[src/rtl/fifo_pkg.sv]
// Shared FIFO constants and helpers: depth derivation, level/pointer widths,
// read-mode encoding. Imported by every FIFO variant.
package fifo_pkg;

    // Read-mode selector values for the FWFT parameter
    typedef enum logic {
        RD_STD  = 1'b0,
        RD_FWFT = 1'b1
    } rd_mode_e;

    // Defaults shared by FIFO variants that do not override them
    localparam int FIFO_DSIZE_DEF = 8;
    localparam int FIFO_ASIZE_DEF = 4;

    // Ceiling log2; clog2(1) = 0
    function automatic int clog2(input int value);
        int res;
        res = 0;
        while ((1 << res) < value) res++;
        return res;
    endfunction

    // Number of storage entries for a given address width
    function automatic int fifo_depth(input int asize);
        return 1 << asize;
    endfunction

    // Level and pointer width: one extra bit so 0..DEPTH is representable
    // and pointers can distinguish wrap laps
    function automatic int fifo_lvl_w(input int asize);
        return asize + 1;
    endfunction

endpackage

[src/rtl/fifo_ram_2p.sv]
// Two-port storage array: synchronous write, asynchronous read.
// No reset on contents.
module fifo_ram_2p
    import fifo_pkg::*;
#(
    parameter int DSIZE = 8,
    parameter int DEPTH = 16,
    parameter int AW    = clog2(DEPTH)
) (
    input  logic             i_clk,
    input  logic             i_we,
    input  logic [AW-1:0]    i_waddr,
    input  logic [DSIZE-1:0] i_wdata,
    input  logic [AW-1:0]    i_raddr,
    output logic [DSIZE-1:0] o_rdata
);

    logic [DSIZE-1:0] r_mem [DEPTH];

    // Write port: data lands on the clock edge, readable from the next cycle
    always_ff @(posedge i_clk) begin
        if (i_we) r_mem[i_waddr] <= i_wdata;
    end

    assign o_rdata = r_mem[i_raddr];

endmodule

[src/rtl/sync_fifo_param.sv]
// Single-clock parameterised FIFO with level count, almost-full/empty
// thresholds, sticky overflow/underflow and standard or FWFT read mode.
module sync_fifo_param
    import fifo_pkg::*;
#(
    parameter int DSIZE  = 8,
    parameter int ASIZE  = 4,
    parameter int AF_LVL = 12,
    parameter int AE_LVL = 2,
    parameter int FWFT   = 0
) (
    input  logic             i_clk,
    input  logic             i_rstn,
    input  logic             i_wreq,
    input  logic [DSIZE-1:0] i_wdata,
    output logic             o_full,
    output logic             o_afull,
    input  logic             i_rreq,
    output logic [DSIZE-1:0] o_rdata,
    output logic             o_rvalid,
    output logic             o_empty,
    output logic             o_aempty,
    output logic [ASIZE:0]   o_level,
    input  logic             i_clr_err,
    output logic             o_ovf,
    output logic             o_udf
);

    localparam int DEPTH = fifo_depth(ASIZE);
    localparam int LW    = fifo_lvl_w(ASIZE);

    localparam logic [LW-1:0] LVL_FULL = LW'(DEPTH);
    localparam logic [LW-1:0] LVL_AF   = LW'(AF_LVL);
    localparam logic [LW-1:0] LVL_AE   = LW'(AE_LVL);
    localparam logic [LW-1:0] ONE      = LW'(1);

    logic [LW-1:0]    r_wptr;
    logic [LW-1:0]    r_rptr;
    logic [LW-1:0]    r_level;
    logic             r_ovf;
    logic             r_udf;

    logic             w_empty;
    logic             w_full;
    logic             w_rd_acc;
    logic             w_wr_acc;
    logic [DSIZE-1:0] w_ram_rdata;

    // Status flags decode the registered level only, so no request input
    // has a combinational path to them.
    assign w_empty  = (r_level == '0);
    assign w_full   = (r_level == LVL_FULL);

    assign o_empty  = w_empty;
    assign o_full   = w_full;
    assign o_afull  = (r_level >= LVL_AF);
    assign o_aempty = (r_level <= LVL_AE);
    assign o_level  = r_level;
    assign o_ovf    = r_ovf;
    assign o_udf    = r_udf;

    // A read frees the slot this cycle, so a full FIFO may still take a
    // write alongside an accepted read. An empty FIFO never reads, even if
    // a write arrives the same cycle: written data is not bypassed.
    assign w_rd_acc = i_rreq & ~w_empty;
    assign w_wr_acc = i_wreq & (~w_full | w_rd_acc);

    fifo_ram_2p #(
        .DSIZE (DSIZE),
        .DEPTH (DEPTH),
        .AW    (ASIZE)
    ) u_ram (
        .i_clk   (i_clk),
        .i_we    (w_wr_acc),
        .i_waddr (r_wptr[ASIZE-1:0]),
        .i_wdata (i_wdata),
        .i_raddr (r_rptr[ASIZE-1:0]),
        .o_rdata (w_ram_rdata)
    );

    // Write pointer advances on every accepted write
    always_ff @(posedge i_clk) begin
        if (!i_rstn)       r_wptr <= '0;
        else if (w_wr_acc) r_wptr <= r_wptr + ONE;
    end

    // Read pointer advances on every accepted read
    always_ff @(posedge i_clk) begin
        if (!i_rstn)       r_rptr <= '0;
        else if (w_rd_acc) r_rptr <= r_rptr + ONE;
    end

    // Level tracks accepted writes minus accepted reads
    always_ff @(posedge i_clk) begin
        if (!i_rstn)                      r_level <= '0;
        else if (w_wr_acc && !w_rd_acc)   r_level <= r_level + ONE;
        else if (!w_wr_acc && w_rd_acc)   r_level <= r_level - ONE;
    end

    // Sticky error flags; a new error in the clear cycle keeps the flag set
    always_ff @(posedge i_clk) begin
        if (!i_rstn) begin
            r_ovf <= 1'b0;
            r_udf <= 1'b0;
        end else begin
            r_ovf <= (r_ovf & ~i_clr_err) | (i_wreq & ~w_wr_acc);
            r_udf <= (r_udf & ~i_clr_err) | (i_rreq & w_empty);
        end
    end

    // Pointer distance must always agree with the level counter
    always_ff @(posedge i_clk) begin
        if (i_rstn) assert ((r_wptr - r_rptr) == r_level);
    end

    generate
        if (FWFT == int'(RD_STD)) begin : g_std
            logic [DSIZE-1:0] r_rdata;
            logic             r_rvalid;

            // Registered read: capture head word on accept, pulse rvalid
            always_ff @(posedge i_clk) begin
                if (!i_rstn) begin
                    r_rdata  <= '0;
                    r_rvalid <= 1'b0;
                end else begin
                    r_rvalid <= w_rd_acc;
                    if (w_rd_acc) r_rdata <= w_ram_rdata;
                end
            end

            assign o_rdata  = r_rdata;
            assign o_rvalid = r_rvalid;
        end else begin : g_fwft
            // Head word is presented continuously; rreq only pops it
            assign o_rdata  = w_ram_rdata;
            assign o_rvalid = ~w_empty;
        end
    endgenerate

endmodule
[config.mk]
export PLATFORM = sky130hd
export DESIGN_NAME = sync_fifo_param
export DESIGN_NICKNAME = d
export VERILOG_FILES = /design/src/rtl/fifo_pkg.sv /design/src/rtl/fifo_ram_2p.sv /design/src/rtl/sync_fifo_param.sv
export SDC_FILE = /design/constraint.sdc
export NUM_CORES = 1
export LEC_CHECK = 0
export BUFFER_PORTS_ARGS = -buffer_cell sky130_fd_sc_hd__clkbuf_2
export CAP_MARGIN = 10
export CORE_AREA = 10 10 115 117
export CTS_CLUSTER_DIAMETER = 50
export DETAILED_ROUTE_END_ITERATION = 7
export DIE_AREA = 0 0 125 127
export GPL_TIMING_DRIVEN = 0
export MAX_ROUTING_LAYER = met4
export PLACE_DENSITY = 0.74
export SLEW_MARGIN = 20
export SYNTH_ARGS = -nofsm -noshare
export SYNTH_HDL_FRONTEND = slang
export SYNTH_HIERARCHICAL = 1
export SYNTH_SLANG_ARGS = --single-unit
[constraint.sdc]
create_clock -name i_clk -period 7.9 [get_ports i_clk]
set_input_delay 0.79 -clock i_clk [delete_from_list [all_inputs] [get_ports i_clk]]
set_output_delay 0.79 -clock i_clk [all_outputs]
set_load 0.005 [all_outputs]
==> results of run 1 <==
stage by stage:
step           instances  total power (uW)  area [sq um]
6_report             559              2190          7060
3_3_place_gp         527              1440          6490
5_1_grt              559              2290          7060
4_1_cts              559              2210          7060
3_5_place_dp         528              1460          6520
2_1_floorplan        352              1310          6150
registers in the layout, indices dropped and copies added (netlist names):
name	count
u_ram/r_mem	128
o_ovf	1
o_rvalid	1
r_wptr	4
o_level	5
r_rptr	4
o_udf	1
o_rdata	8
kinds of logic after synthesis:
logic type | Yosys count | share of synthesized area
DFF | 152 | 0.703
and+or+nand+nor | 86 | 0.0674
AOI/OAI and AO/OA | 45 | 0.0533
muxes | 33 | 0.127
buffers and inverters | 22 | 0.0226
adders and majority gates | 8 | 0.0175
xor gates and xnor gates | 6 | 0.00855
worst register-to-register path: stages, from the launching register on:
cell and delay (ns):
dfxtp_1 0.37, or4_4 0.62, o31ai_4 0.34, inv_1 0.18, ha_1 0.27, inv_1 0.16
ha_1 0.30, a21oi_1 0.21, a211oi_1 0.10, a31oi_1 0.20, mux2i_1 0.19
worst max-delay path by stage:
stage | from | endpoint | slack, ns | depth (start not counted)
floorplan | o_level[0] | o_level[4] | 5.24 | 10
global placement | i_rreq | u_ram/r_mem[0][2] | 4.66 | 5
detailed placement | o_level[0] | o_level[4] | 4.93 | 10
CTS | o_level[0] | o_level[4] | 4.90 | 10
global route | o_level[0] | o_level[4] | 4.64 | 10
finish | o_level[0] | o_level[4] | 4.91 | 10
layout make-up:
cell class	instances	area share
Clock inverter	14	0.0172
Clock buffer	17	0.0602
Multi-Input combinational cell	178	0.241
Inverter	7	0.00372
Sequential cell	152	0.612
Tap cell	143	0.0253
Buffer	15	0.0159
Timing Repair Buffer	33	0.0237
cells in the final DEF (no fill, tap or decap), types with 2 or more instances in the layout:
master           instances
ha_1                     7
inv_6                    3
and2_1                   8
buf_2                    3
or3_2                    2
nand2b_1                 4
a21boi_1                 9
nand3_1                  6
dfxtp_1                 24
mux4_1                  14
mux4_2                  18
xnor2_1                  5
inv_1                    6
clkinvlp_4               2
clkdlybuf4s25_2          3
nor2_1                  16
o21ai_0                  7
a21boi_0                 4
edfxtp_1               128
clkbuf_16               17
buf_6                    4
buf_4                    2
clkbuf_2                32
a21oi_1                  3
nand3b_1                 4
clkinv_2                 6
nor2b_1                  3
a22oi_1                 16
nor3_2                   4
nand2_1                 35
clkbuf_1                 4
metal layers:
layer	part of all wire	routed length, um	vias to the layer above
li1	-	-	1491
met1	0.41	5030	1679
met2	0.49	6010	147
met3	0.086	1060	25
met4	0.021	256	0
met5	0	0	-
power by group through the flow:
stage                     Combinational, uW  Sequential [uW]  Clock, uW
after CTS                               493              956        759
after floorplan                         350              962          0
after global placement                  475              966          0
after global routing                    536              960        789
after detailed placement                487              971          0
final                                   490              955        746
==> metrics.csv, run 1 <==
metric;value;unit
core box area;11100;sq um
worst path required time;8.25;ns
ys flop type;edfxtp_1;
Worst Max-Slew Pin Slew;1.05;ns
CP peak stage delay;0.61;ns
synthesis warning total;6;
dpl ws;4.93;ns
Horiz. Die Dim;125;um
gpl congestion;0.809;
largest net degree at the start of global routing;17;
worst hold endpoint;o_rdata[2];
Top Family by Delay on Critical Path;compound AO/OA/AOI/OAI gates;
Rel. slew slack;0.298;
Reg area;4320;sq um
Root Driver;clkbuf_16;
Switch Pwr;602;uW
GRT busiest layer;met2;
clock network fraction of design power;0.341;
CTS sink cnt;152;
vias in the first global route;3303;
Netlist cell types;40;
ANT nets after route;0;
FFs w/ async S/R, synth;0;
I/O Pins;33;
Synth Cell Area;6150;sq um
Hold Startpoint;o_rdata[2];
Post-synth EDFFs;128;
worst vdd ir;0.000271;V
# DRC;0;
gr usage total;0.162;
max_cap viols;0;
post_cts resized;0;
row count;39;
worst skew pair latency;0.42;ns
Final Setup Violations;0;
average wire per standard cell;22.1;um
Starting Density;0.553;
Worst R2R Setup Slack;4.91;ns
clock tree buffer depth;2;
final core utilization;0.635;
multi-input combinational cell area;1710;sq um
count leader, synth;edfxtp_1;
Vias;3342;
met2 Use GR;0.245;
CTS clk-pin slew, worst paths;0.06;ns
post-synthesis sequential area ratio;0.703;
achievable frequency;334;MHz
fin. max-slew vios;0;
Final nets;425;
Comb power frac;0.223;
share of layout cells above drive strength 1;0.250;
PnR worst setup slack;4.91;ns
fillers;764;
P_leak;0.00240;uW
1st-iter DRT viols;332;
outcome;finished, final reports clean;
final WL;12.4;mm
Worst Skew;0.00784;ns
hold violation count in the final report;0;
area share of the leading cell type in the synthesized netlist;0.625;
hold buffers post-CTS;0;
synthesized area per cell;17.5;sq um
drt first pass iters;5;
initial antenna violation count;0;
die area;15900;sq um
Critical Path Source Type;flop;
Hold Crit Depth;2;
Post-Synthesis Cells;352;
CTS tree;built;
top cells by area, synth;edfxtp_1 (63%), dfxtp_1 (7.8%), mux4_2 (6.6%), mux4_1 (6.0%), nand2_1 (2.1%);
crit-path cells;or4_4 -> o31ai_4 -> inv_1 -> ha_1 -> inv_1 -> ha_1 -> a21oi_1 -> a211oi_1 -> a31oi_1 -> mux2i_1;
Fin Setup TNS;0;ns
dpl hpwl;7.73;mm
Buffers on Ports;32;
area leader, netlist;edfxtp_1;
Inserted Clock Buffers;17;
Pwr Density;310;nW/um^2
Min-Delay Path Class;reg2reg;
M3 GR Usage;0.0583;
Crit Path Class;reg2reg;
Sequential Power Share;0.436;
setup bufs post-CTS;0;
Synthesized Nets;373;
Register-to-Register Path Depth;10;
Sw Ratio;0.275;
Worst Path Max Fanout;8;
Die H;127;um
Critical R2R Launch;o_level[0];
htree depth;4;
FF+latch count, synth;152;
Congestion Overflow GR;0;
ANT cells;0;
crit path time final;2.99;ns
RR Endpoint;o_level[4];
Layout area overhead;14.9;%
period utilization;0.379;
RSZ-0062 raised after global routing;false;
hold slack;0.452;ns
WP buf/inv;2;
Slowest cell on crit path;or4_4;
Critical Path AT;3.34;ns
Post-synth top cells;edfxtp_1 (128), nand2_1 (35), dfxtp_1 (24);
vias per cell;5.98;
first-pass GRT wire length;18.8;mm
P_int;1590;uW
Worst setup EP type;flop;
GR Layer Usage met1;0.198;
No activity file was read; power rests on OpenSTA's default activity.
==> inputs of run 2 (changes only) <==
==> constraint.sdc (replaced) <==
create_clock -name i_clk -period 3.01 [get_ports i_clk]
set_input_delay 0.301 -clock i_clk [delete_from_list [all_inputs] [get_ports i_clk]]
set_output_delay 0.301 -clock i_clk [all_outputs]
set_load 0.005 [all_outputs]
==> metrics.csv, run 2 (synthesis gave the netlist of run 1 again) <==
metric;value;unit;change
Top Family by Delay on Critical Path;compound AO/OA/AOI/OAI gates;;
Crit Path Class;reg2reg;;
Pwr Density;813;nW/um^2;+160%
crit-path cells;or4_4 -> o21a_2 -> inv_2 -> buf_6 -> ha_2 -> inv_2 -> ha_1 -> a21oi_2 -> a211oi_1 -> a31oi_1 -> mux2i_1;;
PnR worst setup slack;0.211;ns;-4.70 ns
Worst Skew;0.00784;ns;+0.00000669 ns
dpl hpwl;7.73;mm;unchanged
Non-Filler Instances;563;;+0.72%
period utilization;0.930;;+0.551
gr usage total;0.162;;unchanged
Critical Path AT;3.15;ns;-0.19 ns
first-pass GRT wire length;18.8;mm;unchanged
CTS tree;built;;
Inst Count DP;528;;unchanged
design area;7100;sq um;+0.51%
share of layout cells above drive strength 1;0.267;;+0.0167
Critical Path Source Type;flop;;
Horiz. Die Dim;125;um;unchanged
CTS clk-pin slew, worst paths;0.06;ns;about the same
Worst setup EP type;flop;;
worst hold endpoint;o_ovf;;
Largest Register;u_ram/r_mem;;
max_cap viols;0;;unchanged
total power;5770;uW;+160%
Top cell by count, worst path;inv_2;;
Inserted Clock Buffers;17;;unchanged
crit path time final;2.80;ns;-0.195 ns
dpl ws;0.0436;ns;-4.89 ns
achievable frequency;357;MHz;+7.0%
RR Endpoint;o_level[4];;
fin. max-slew vios;0;;unchanged
Worst Max-Slew Pin Slew;1.03;ns;-0.0168 ns
CTS sink cnt;152;;unchanged
Post-DP Area;6520;sq um;unchanged
Vias;3367;;+0.75%
Starting Density;0.553;;unchanged
Congestion Overflow GR;0;;unchanged
P_leak;0.00242;uW;+0.70%
worst skew pair latency;0.42;ns;about the same
most frequent cells in the layout;edfxtp_1 (128), nand2_1 (35), clkbuf_2 (32);;
Hold Startpoint;i_clr_err;;
ANT cells;0;;unchanged
Layout area overhead;15.4;%;
RSZ-0062 raised after global routing;false;;
fillers;759;;-0.65%
final WL;12.4;mm;+0.25%
die area;15900;sq um;unchanged
Final nets;429;;+0.94%
worst path required time;3.36;ns;-4.89 ns
vias per cell;5.98;;about the same
vias in the first global route;3303;;unchanged
commonest non-fill, non-tap cell in the layout;edfxtp_1;;
htree depth;4;;unchanged
average wire per standard cell;22.0;um;-0.46%
# DRC;0;;unchanged
Reg area;4320;sq um;unchanged
clock tree buffer depth;2;;unchanged
gpl congestion;0.809;;unchanged
ANT nets after route;0;;unchanged
largest net degree at the start of global routing;17;;unchanged
Rel. slew slack;0.309;;+0.0113
outcome;finished, final reports clean;;
core box area;11100;sq um;unchanged
max reg flops;128;;unchanged
Root Driver;clkbuf_16;;
drt first pass iters;5;;unchanged
Buffers on Ports;32;;unchanged
CP peak stage delay;0.61;ns;about the same
I/O Pins;33;;unchanged
Hold Crit Depth;3;;+1
Worst Path Max Fanout;10;;+2
Register-to-Register Path Depth;11;;+1
multi-input combinational cell area;1710;sq um;+0.37%
Fin Setup TNS;0;ns;unchanged
Die H;127;um;unchanged
row count;39;;unchanged
1st-iter DRT viols;377;;+14%
worst vdd ir;0.000710;V;+160%
hold violation count in the final report;0;;unchanged
Worst R2R Setup Slack;0.21;ns;-4.70 ns
initial antenna violation count;0;;unchanged
Min-Delay Path Class;in2reg;;
Slowest cell on crit path;or4_4;;
Critical R2R Launch;o_level[0];;
WP buf/inv;3;;+1
Final Setup Violations;0;;unchanged
## run 2: per-layer routing
metal / track usage / vias up / part of all wire
li1: - / 1499 / -
met1: 0.198 / 1699 / 0.41
met2: 0.245 / 146 / 0.49
met3: 0.0583 / 23 / 0.078
met4: 0.0569 / 0 / 0.022
met5: - / - / 0
## run 2: repair_timing
item                       CTS  global route
gates resized for setup      0             4
setup endpoints to repair    0             1
hold buffers                 0             0
hold endpoints to repair     0             0
buffers inserted             0             4
## run 2: cell type report
class,instances,share of cell area
buffer,15,0.0159
tap,143,0.0252
sequential,152,0.609
clock buffer,17,0.0599
multi-input combinational,178,0.241
inverter,7,0.00370
clock inverter,14,0.0171
timing repair buffer,37,0.0279
## run 2: worst max-delay path by stage
stage,start,end,slack (ns),cells after the start
2_1_floorplan,o_level[0],o_level[4],0.35,10
3_3_place_gp,o_level[2],u_ram/r_mem[0][2],0.1,5
3_5_place_dp,o_level[0],o_level[4],0.04,10
4_1_cts,o_level[0],o_level[4],0.01,10
5_1_grt,o_level[0],o_level[4],0.02,11
6_report,o_level[0],o_level[4],0.21,11
## run 2: metrics by stage
step,utilization,hold slack (ns)
after floorplan,-,0.400
after global placement,0.583,0.444
after detailed placement,0.586,0.447
after CTS,0.635,0.170
after global routing,0.638,0.178
final,0.638,0.176
## run 2: power breakdown
group | internal [uW] | leakage [uW] | switching (uW)
clock network | 1130 | 0.000271 | 826
logic | 647 | 0.000795 | 655
registers | 2400 | 0.00135 | 106
## run 2: worst register-to-register path: cells and delay by family (launching register included)
| kind | cells | cell delay (ns) |
|---|---|---|
| compound gates | 4 | 0.69 |
| fa+ha+maj | 2 | 0.56 |
| buf+inv | 3 | 0.29 |
| flops | 1 | 0.37 |
| mux | 1 | 0.20 |
| simple gates | 1 | 0.62 |
==> inputs of run 3 (changes only) <==
--- a/config.mk
+++ b/config.mk
@@ -7,10 +7,10 @@
 export LEC_CHECK = 0
 export BUFFER_PORTS_ARGS = -buffer_cell sky130_fd_sc_hd__clkbuf_2
 export CAP_MARGIN = 10
-export CORE_AREA = 10 10 115 117
+export CORE_AREA = 10 10 96 141
 export CTS_CLUSTER_DIAMETER = 50
 export DETAILED_ROUTE_END_ITERATION = 7
-export DIE_AREA = 0 0 125 127
+export DIE_AREA = 0 0 106 151
 export GPL_TIMING_DRIVEN = 0
 export MAX_ROUTING_LAYER = met4
 export PLACE_DENSITY = 0.74
==> metrics.csv, run 3 (synthesis gave the netlist of run 1 again) <==
metric;value;unit;change
Root Driver;clkbuf_16;;
Critical Path AT;3.26;ns;+0.11 ns
CP peak stage delay;0.61;ns;about the same
Rel. slew slack;0.437;;+0.128
CTS tree;built;;
worst skew pair latency;0.42;ns;about the same
1st-iter DRT viols;197;;-48%
final WL;12.2;mm;-1.6%
Layout area overhead;16.1;%;
Die H;151;um;+19%
vias per cell;5.89;;-1.5%
Register-to-Register Path Depth;11;;unchanged
commonest non-fill, non-tap cell in the layout;edfxtp_1;;
Final nets;425;;-0.93%
most frequent cells in the layout;edfxtp_1 (128), nand2_1 (35), clkbuf_2 (32);;
Fin Setup TNS;0;ns;unchanged
# DRC;0;;unchanged
gpl congestion;0.809;;about the same
Slowest cell on crit path;or4_4;;
Worst Max-Slew Pin Slew;0.841;ns;-0.191 ns
Sequential Power Share;0.427;;-0.008
fin. max-slew vios;0;;unchanged
Worst Skew;0.0105;ns;+0.00262 ns
Switch Pwr;1530;uW;-3.8%
average wire per standard cell;21.6;um;-1.8%
achievable frequency;344;MHz;-3.8%
Comb power frac;0.216;;-0.010
met2 wire length;6.21;mm;+3.2%
hold buffers post-CTS;0;;unchanged
DR WL met3;709;um;-26%
Metal-1 WL;4.73;mm;-7.8%
hold violation count in the final report;0;;unchanged
core box area;10900;sq um;-1.7%
ANT nets after route;0;;unchanged
Worst Path Max Fanout;10;;unchanged
vias in the first global route;3301;;-0.061%
uppermost routed layer;met4;;
Largest Register;u_ram/r_mem;;
clock network fraction of design power;0.356;;+0.016
worst path required time;3.36;ns;about the same
outcome;finished, final reports clean;;
Hold Crit Depth;3;;unchanged
P_leak;0.00241;uW;-0.27%
ANT cells;0;;unchanged
crit-path cells;or4_4 -> o21a_2 -> inv_2 -> buf_6 -> ha_2 -> inv_1 -> ha_1 -> a21oi_1 -> a211oi_1 -> a31oi_1 -> mux2i_1;;
critical path depth in cells;11;;unchanged
share of layout cells above drive strength 1;0.247;;-0.0197
Horiz. Die Dim;106;um;-15%
Top Family by Delay on Critical Path;compound AO/OA/AOI/OAI gates;;
Starting Density;0.562;;+0.00948
gr usage total;0.164;;+0.00175
max_cap viols;0;;unchanged
crit path time final;2.91;ns;+0.112 ns
Critical Path Source Type;flop;;
CTS sink cnt;152;;unchanged
I/O Pins;33;;unchanged
Vias;3324;;-1.3%
Crit Path Class;reg2reg;;
dpl hpwl;8.34;mm;+7.9%
die area;16000;sq um;+0.83%
first-pass GRT wire length;18.9;mm;+0.59%
final core utilization;0.652;;+0.0144
WP buf/inv;3;;unchanged
htree depth;4;;unchanged
P_int;4340;uW;+3.8%
Sw Ratio;0.260;;-0.0149
CTS clk-pin slew, worst paths;0.06;ns;about the same
Congestion Overflow GR;0;;unchanged
Final Setup Violations;0;;unchanged
worst vdd ir;0.000462;V;-35%
drt first pass iters;5;;unchanged
clock tree buffer depth;2;;unchanged
Pwr Density;823;nW/um^2;+1.2%
max reg flops;128;;unchanged
row count;47;;+21%
largest net degree at the start of global routing;17;;unchanged
Min-Delay Path Class;in2reg;;
initial antenna violation count;0;;unchanged
Inserted Clock Buffers;17;;unchanged
Worst setup EP type;flop;;
Buffers on Ports;32;;unchanged
period utilization;0.967;;+0.0372
run 3: worst min-delay path, delay by kind of cell:
kind                   cells  cell delay, ns
buffers and inverters      1            0.08
AOI/OAI and AO/OA          1            0.07
and+or+nand+nor            1            0.09
run 3: worst paths after layout:
check | slack, ns | to | from
worst max-delay path | 0.1 | o_level[4] | o_level[0]
worst min-delay path | 0.19 | o_ovf | i_clr_err
worst max register to register | 0.1 | o_level[4] | o_level[0]
worst min register to register | 0.45 | o_rdata[0] | o_rdata[0]
run 3: layer usage:
layer | vias up | global-route usage
met5 | - | -
met4 | 0 | 0.0897
met3 | 32 | 0.0476
met2 | 116 | 0.265
met1 | 1685 | 0.179
li1 | 1491 | -
run 3: area by class of cell:
class | instances | area (sq um)
sequential | 152 | 4320
fill | 762 | 3800
multi-input combinational | 178 | 1710
clock buffer | 25 | 562
tap | 147 | 184
timing repair buffer | 33 | 168
buffer | 15 | 113
clock inverter | 7 | 51.3
inverter | 7 | 26.3
run 3: power by group through the flow:
stage	Clock [uW]	Sequential, uW	Combinational [uW]
floorplan	0	2530	918
global placement	0	2540	1250
detailed placement	0	2550	1280
CTS	2120	2510	1290
global route	2200	2520	1400
finish	2090	2510	1270
run 3: repair_timing:
| action | CTS | global route |
|---|---|---|
| resized for setup | 0 | 1 |
| endpoints found under the setup margin | 1 | 1 |
| hold endpoints to repair | 0 | 0 |
| pin swaps | 1 | 0 |
| buffers inserted | 1 | 0 |
run 3: through the flow:
stage | instance area, sq um | power (uW) | cells | hold slack (ns) | worst slack, ns
2_1_floorplan | 6150 | 3440 | 352 | 0.400 | 0.354
5_1_grt | 7140 | 6120 | 564 | 0.217 | -0.00629
4_1_cts | 7130 | 5920 | 564 | 0.179 | 0.0660
6_report | 7140 | 5870 | 564 | 0.190 | 0.0993
3_3_place_gp | 6490 | 3780 | 531 | 0.445 | 0.0562
3_5_place_dp | 6510 | 3830 | 531 | 0.448 | -0.0280
